<file path="src/rtl/p2s_pkg.sv">
// Shared types for the p2s_stream serialiser.
// The PARITY state exists only when P2S_STREAM_PARITY_EN is defined.
package p2s_pkg;

  typedef enum logic [1:0] {
    IDLE   = 2'd0,
    SHIFT  = 2'd1
`ifdef P2S_STREAM_PARITY_EN
    ,PARITY = 2'd2
`endif
  } p2s_state_e;

  // Counter width able to hold the values 0..width inclusive.
  function automatic int cnt_width(input int width);
    return $clog2(width + 1);
  endfunction

endpackage

</file>
<file path="src/rtl/p2s_bit_cnt.sv">
// Bit counter for p2s_stream: synchronous clear, count enable, and a
// terminal flag that is high while the next enabled count is the final bit.
module p2s_bit_cnt
  import p2s_pkg::*;
#(
  parameter int MAX = 8,
  parameter int CW  = cnt_width(MAX)
) (
  input  logic clk,
  input  logic rst,
  input  logic clr_i,
  input  logic en_i,
  output logic tc_o
);

  logic [CW-1:0] cnt_q;
  logic [CW-1:0] cnt_d;

  // Saturates at MAX so the count can never run past the frame length.
  always_comb begin
    cnt_d = cnt_q;
    if (clr_i) begin
      cnt_d = '0;
    end else if (en_i && (cnt_q != CW'(MAX))) begin
      cnt_d = cnt_q + 1'b1;
    end
  end

  always_ff @(posedge clk or posedge rst) begin
    if (rst) begin
      cnt_q <= '0;
    end else begin
      cnt_q <= cnt_d;
    end
  end

  assign tc_o = (cnt_q == CW'(MAX - 1));

endmodule

</file>
<file path="src/rtl/p2s_stream.sv">
// Parallel-to-serial stream converter with load/shift handshake.
// Define P2S_STREAM_PARITY_EN to append an even-parity bit to every frame.
module p2s_stream
  import p2s_pkg::*;
#(
  parameter int WIDTH     = 8,
  parameter bit LSB_FIRST = 1'b1
) (
  input  logic             clk,
  input  logic             rst,
  input  logic [WIDTH-1:0] d_in,
  input  logic             load,
  output logic             ready,
  input  logic             shift,
  output logic             d_out,
  output logic             d_out_valid,
  output logic             last,
  output logic             busy
);

  p2s_state_e       state_q;
  logic [WIDTH-1:0] sreg_q;
  logic             d_out_q;
  logic             valid_q;
  logic             last_q;
`ifdef P2S_STREAM_PARITY_EN
  logic             parity_q;
`endif

  logic             final_bit;
  logic             cnt_clr;
  logic             cnt_en;
  logic             next_bit;
  logic [WIDTH-1:0] sreg_next;

  assign ready   = (state_q == IDLE);
  assign busy    = !ready;
  assign cnt_clr = ready && load;
  assign cnt_en  = (state_q == SHIFT) && shift;

  assign next_bit  = LSB_FIRST ? sreg_q[0] : sreg_q[WIDTH-1];
  assign sreg_next = LSB_FIRST ? (sreg_q >> 1) : (sreg_q << 1);

  p2s_bit_cnt #(
    .MAX (WIDTH)
  ) u_bit_cnt (
    .clk   (clk),
    .rst   (rst),
    .clr_i (cnt_clr),
    .en_i  (cnt_en),
    .tc_o  (final_bit)
  );

  // valid/last are single-cycle pulses; d_out keeps its value between bits.
  always_ff @(posedge clk or posedge rst) begin
    if (rst) begin
      state_q  <= IDLE;
      sreg_q   <= '0;
      d_out_q  <= 1'b0;
      valid_q  <= 1'b0;
      last_q   <= 1'b0;
`ifdef P2S_STREAM_PARITY_EN
      parity_q <= 1'b0;
`endif
    end else begin
      valid_q <= 1'b0;
      last_q  <= 1'b0;
      case (state_q)
        IDLE: begin
          if (load) begin
            sreg_q   <= d_in;
`ifdef P2S_STREAM_PARITY_EN
            parity_q <= ^d_in;
`endif
            state_q  <= SHIFT;
          end
        end
        SHIFT: begin
          if (shift) begin
            d_out_q <= next_bit;
            sreg_q  <= sreg_next;
            valid_q <= 1'b1;
            if (final_bit) begin
`ifdef P2S_STREAM_PARITY_EN
              state_q <= PARITY;
`else
              state_q <= IDLE;
              last_q  <= 1'b1;
`endif
            end
          end
        end
`ifdef P2S_STREAM_PARITY_EN
        PARITY: begin
          if (shift) begin
            d_out_q <= parity_q;
            valid_q <= 1'b1;
            last_q  <= 1'b1;
            state_q <= IDLE;
          end
        end
`endif
        default: state_q <= IDLE;
      endcase
    end
  end

  assign d_out       = d_out_q;
  assign d_out_valid = valid_q;
  assign last        = last_q;

endmodule

</file>
<file path="config.mk">
export PLATFORM = sky130hd
export DESIGN_NAME = p2s_stream
export DESIGN_NICKNAME = d
export VERILOG_FILES = /design/src/rtl/p2s_pkg.sv /design/src/rtl/p2s_bit_cnt.sv /design/src/rtl/p2s_stream.sv
export SDC_FILE = /design/constraint.sdc
export NUM_CORES = 1
export LEC_CHECK = 0
export ABC_AREA = 1
export ABC_CLOCK_PERIOD_IN_PS = 1800
export BUFFER_PORTS_ARGS = -buffer_cell sky130_fd_sc_hd__buf_2
export CORE_MARGIN = 8
export CORE_UTILIZATION = 52
export DETAILED_ROUTE_END_ITERATION = 10
export MAX_ROUTING_LAYER = met4
export PLACE_DENSITY = 0.87
export SLEW_MARGIN = 20
export SYNTH_ARGS = -nofsm -noshare
export SYNTH_HDL_FRONTEND = slang
export SYNTH_SLANG_ARGS = --single-unit
</file>
<file path="constraint.sdc">
create_clock -name clk -period 1.8 [get_ports clk]
set_clock_uncertainty 0.2 [all_clocks]
set_input_delay 0.18 -clock clk [delete_from_list [all_inputs] [get_ports clk]]
set_output_delay 0.18 -clock clk [all_outputs]
set_load 0.05 [all_outputs]
</file>
==> reports/qor.csv <==
metric,value,unit
core-area,1510,sq um
crit_chain,"inv_2, buf_2",
fin_crit,1620,ps
drv_cap,0,
grt_overflow_total,0,
drt_iter0_markers,6,
rows,14,
wirelength,1.68,mm
clock-sinks,16,
reg2regPathDepth,8,
via_per_inst,4.96,
yosys-top-cells-count,"26 x nand2_1, 16 x dfrtp_1, 10 x inv_1, 8 x nor2_1, 6 x nand3_1",
hold_depth,3,
synth_seq_cells,16,
diodes,0,
r2r-start,state_q[0]$_DFFE_PP0P_,
cp_num_cells,2,
end_kind,output port,
fillers,126,
drive_above_1_share,25.4,%
syn_area,833,sq um
slowest_stage,dfrtp_1,
drv_slew,0,
die_h,56.0,um
yosys-top-cells-area,"dfrtp_1 48%, nand2_1 12%, nand2_8 7.2%",
critPathTopFamily,buffers and inverters,
ys_async_sr_fraction,100,%
power.density,1210,nW/um^2
grt_max_degree,17,
cp.required,1420,ps
chipWidth,56.0,um
tightest_slew,604,ps
synth_top_area_cell,dfrtp_1,
port_buffers,16,
yosysSeqAreaShare,48.0,%
peakVddDrop,0.694,mV
dp_hpwl,1.20,mm
drc,0,
final_util,67.9,%
synth.avg_cell_area,9.16,sq um
place_congestion,0.777,
first_pass_iters,4,
post_cts_buffers,0,
crit_path_start_kind,flop,
cts_buffers,3,
endpoint,ready,
start_util,55.3,%
synth-edff-count,0,
dp.cells,122,
clk_path_buf_depth,2,
fmax,617,MHz
setup_viol,0,
leakage,0.000527,uW
hp-class,input port to flop,
power,1230,uW
syn_inst,91,
rrSetupSlack,360,ps
ys_warn_count,0,
critPathBufInv,2,
grt_pass1_wl,2.81,mm
outcome,finished clean,
tns,0,ps
synth_most_common_cell,nand2_1,
hold_slack,6.10,ps
cp.arrival,1240,ps
syn2layout_area_growth,22.7,%
gr-usage-all-layers,11.1,%
finalNonFillerCells,134,
rsz0062_at_grt,no,
hold_viol_final,0,
path_class,flop to output port,
ys_types,20,
nNetsFinal,134,
reg2reg_to,u_bit_cnt.cnt_q[2]$_DFFE_PP0P_,
grt_pass1_vias,660,
slew_headroom,59.7,%
vias,665,
cts_tree,done,
clk_pin_slew,90,ps
max_stage_delay,460,ps
avgRoutedWirePerCell,12.5,um
yosysTopAreaCellShare,48.0,%
ant_nets,0,
antenna_found_initial,0,
fin_crit_sh,90.1,%
critPathMaxFanout,8,
clk_latency,290,ps
ys.flop_type,dfrtp_1,
synth_fp_nets,105,
startpoint,state_q[0]$_DFFE_PP0P_,
dieArea,3140,sq um
root_buffer,clkbuf_4,
htreeDepth,1,
io-pin-count,17,
through the flow:
stage | cell area, sq um | worst slack [ps]
2_1_floorplan | 833 | 12.9
5_1_grt | 1020 | 114
4_1_cts | 1020 | 162
6_report | 1020 | 178
3_3_place_gp | 910 | 433
3_5_place_dp | 910 | 364
cells in the final DEF (no fill, tap or decap), types with 2 or more instances in the layout:
cell | netlist | final
a31oi_2 | 2 | 2
a31oi_1 | 4 | 4
dlygate4sd3_1 | 0 | 9
buf_2 | 0 | 16
ha_1 | 2 | 2
nor2_2 | 2 | 2
nor2_1 | 8 | 8
nand2_8 | 3 | 3
inv_1 | 10 | 10
dfrtp_1 | 16 | 16
o21ai_0 | 3 | 3
clkbuf_4 | 0 | 3
nand2_1 | 26 | 26
nand3_1 | 6 | 6
sequential cells by signal, indices dropped and copies added, names as in the netlist:
register,cells
last,1
u_bit_cnt.cnt_q,4
state_q,1
d_out,1
d_out_valid,1
sreg_q,8
layout make-up:
type,instances,area (sq um),share of cell area (%)
Timing Repair Buffer,26,178,17.4
Multi-Input combinational cell,61,354,34.6
Sequential cell,16,400,39.2
Clock buffer,3,22.5,2.20
Tap cell,16,20.0,1.96
Inverter,12,47.5,4.65
worst min path at each step:
stage,startpoint,endpoint,slack [ps]
after floorplan,rst,d_out$_DFFE_PP0P_,-110
after global placement,rst,sreg_q[1]$_DFFE_PP0P_,60
final,shift,d_out_valid$_DFF_PP0_,6
after global routing,shift,d_out_valid$_DFF_PP0_,1
after detailed placement,rst,sreg_q[1]$_DFFE_PP0P_,80
after CTS,shift,d_out_valid$_DFF_PP0_,0.8
timing repair:
| item | 4_1_cts | 5_1_grt |
|---|---|---|
| hold buffers | 9 | 0 |
| hold endpoints to repair | 24 | 0 |
| resized for setup | 0 | 0 |
| setup endpoints to repair | 0 | 0 |
worst register-to-register path: cells and delay by family (launching register included):
family	cells	cell delay, ps
AND/OR/NAND/NOR	5	330
flip-flops	1	460
buffers and inverters	3	350
routing by layer:
layer | GRT usage (%) | routed length (um) | vias up
li1 | - | - | 342
met4 | 5.15 | 36 | 0
met3 | 2.74 | 78 | 5
met5 | - | 0 | -
met1 | 11.6 | 713 | 304
met2 | 19.0 | 850 | 14
cells by family after synthesis:
logic type                 Yosys count  synth area share [%]
and+or+nand+nor                     48                  29.7
DFF                                 16                  48.0
buffers and inverters               14                  9.46
AOI/OAI and AO/OA                   10                  8.71
adders and majority gates            2                  3.00
xor gates and xnor gates             1                  1.05
report_power, final:
group          internal, uW  leakage [uW]  switching [uW]
combinational           183      0.000326             289
clock                  77.8     0.0000138             111
sequential              480      0.000187            90.6
(Power assumes the default switching activity.)
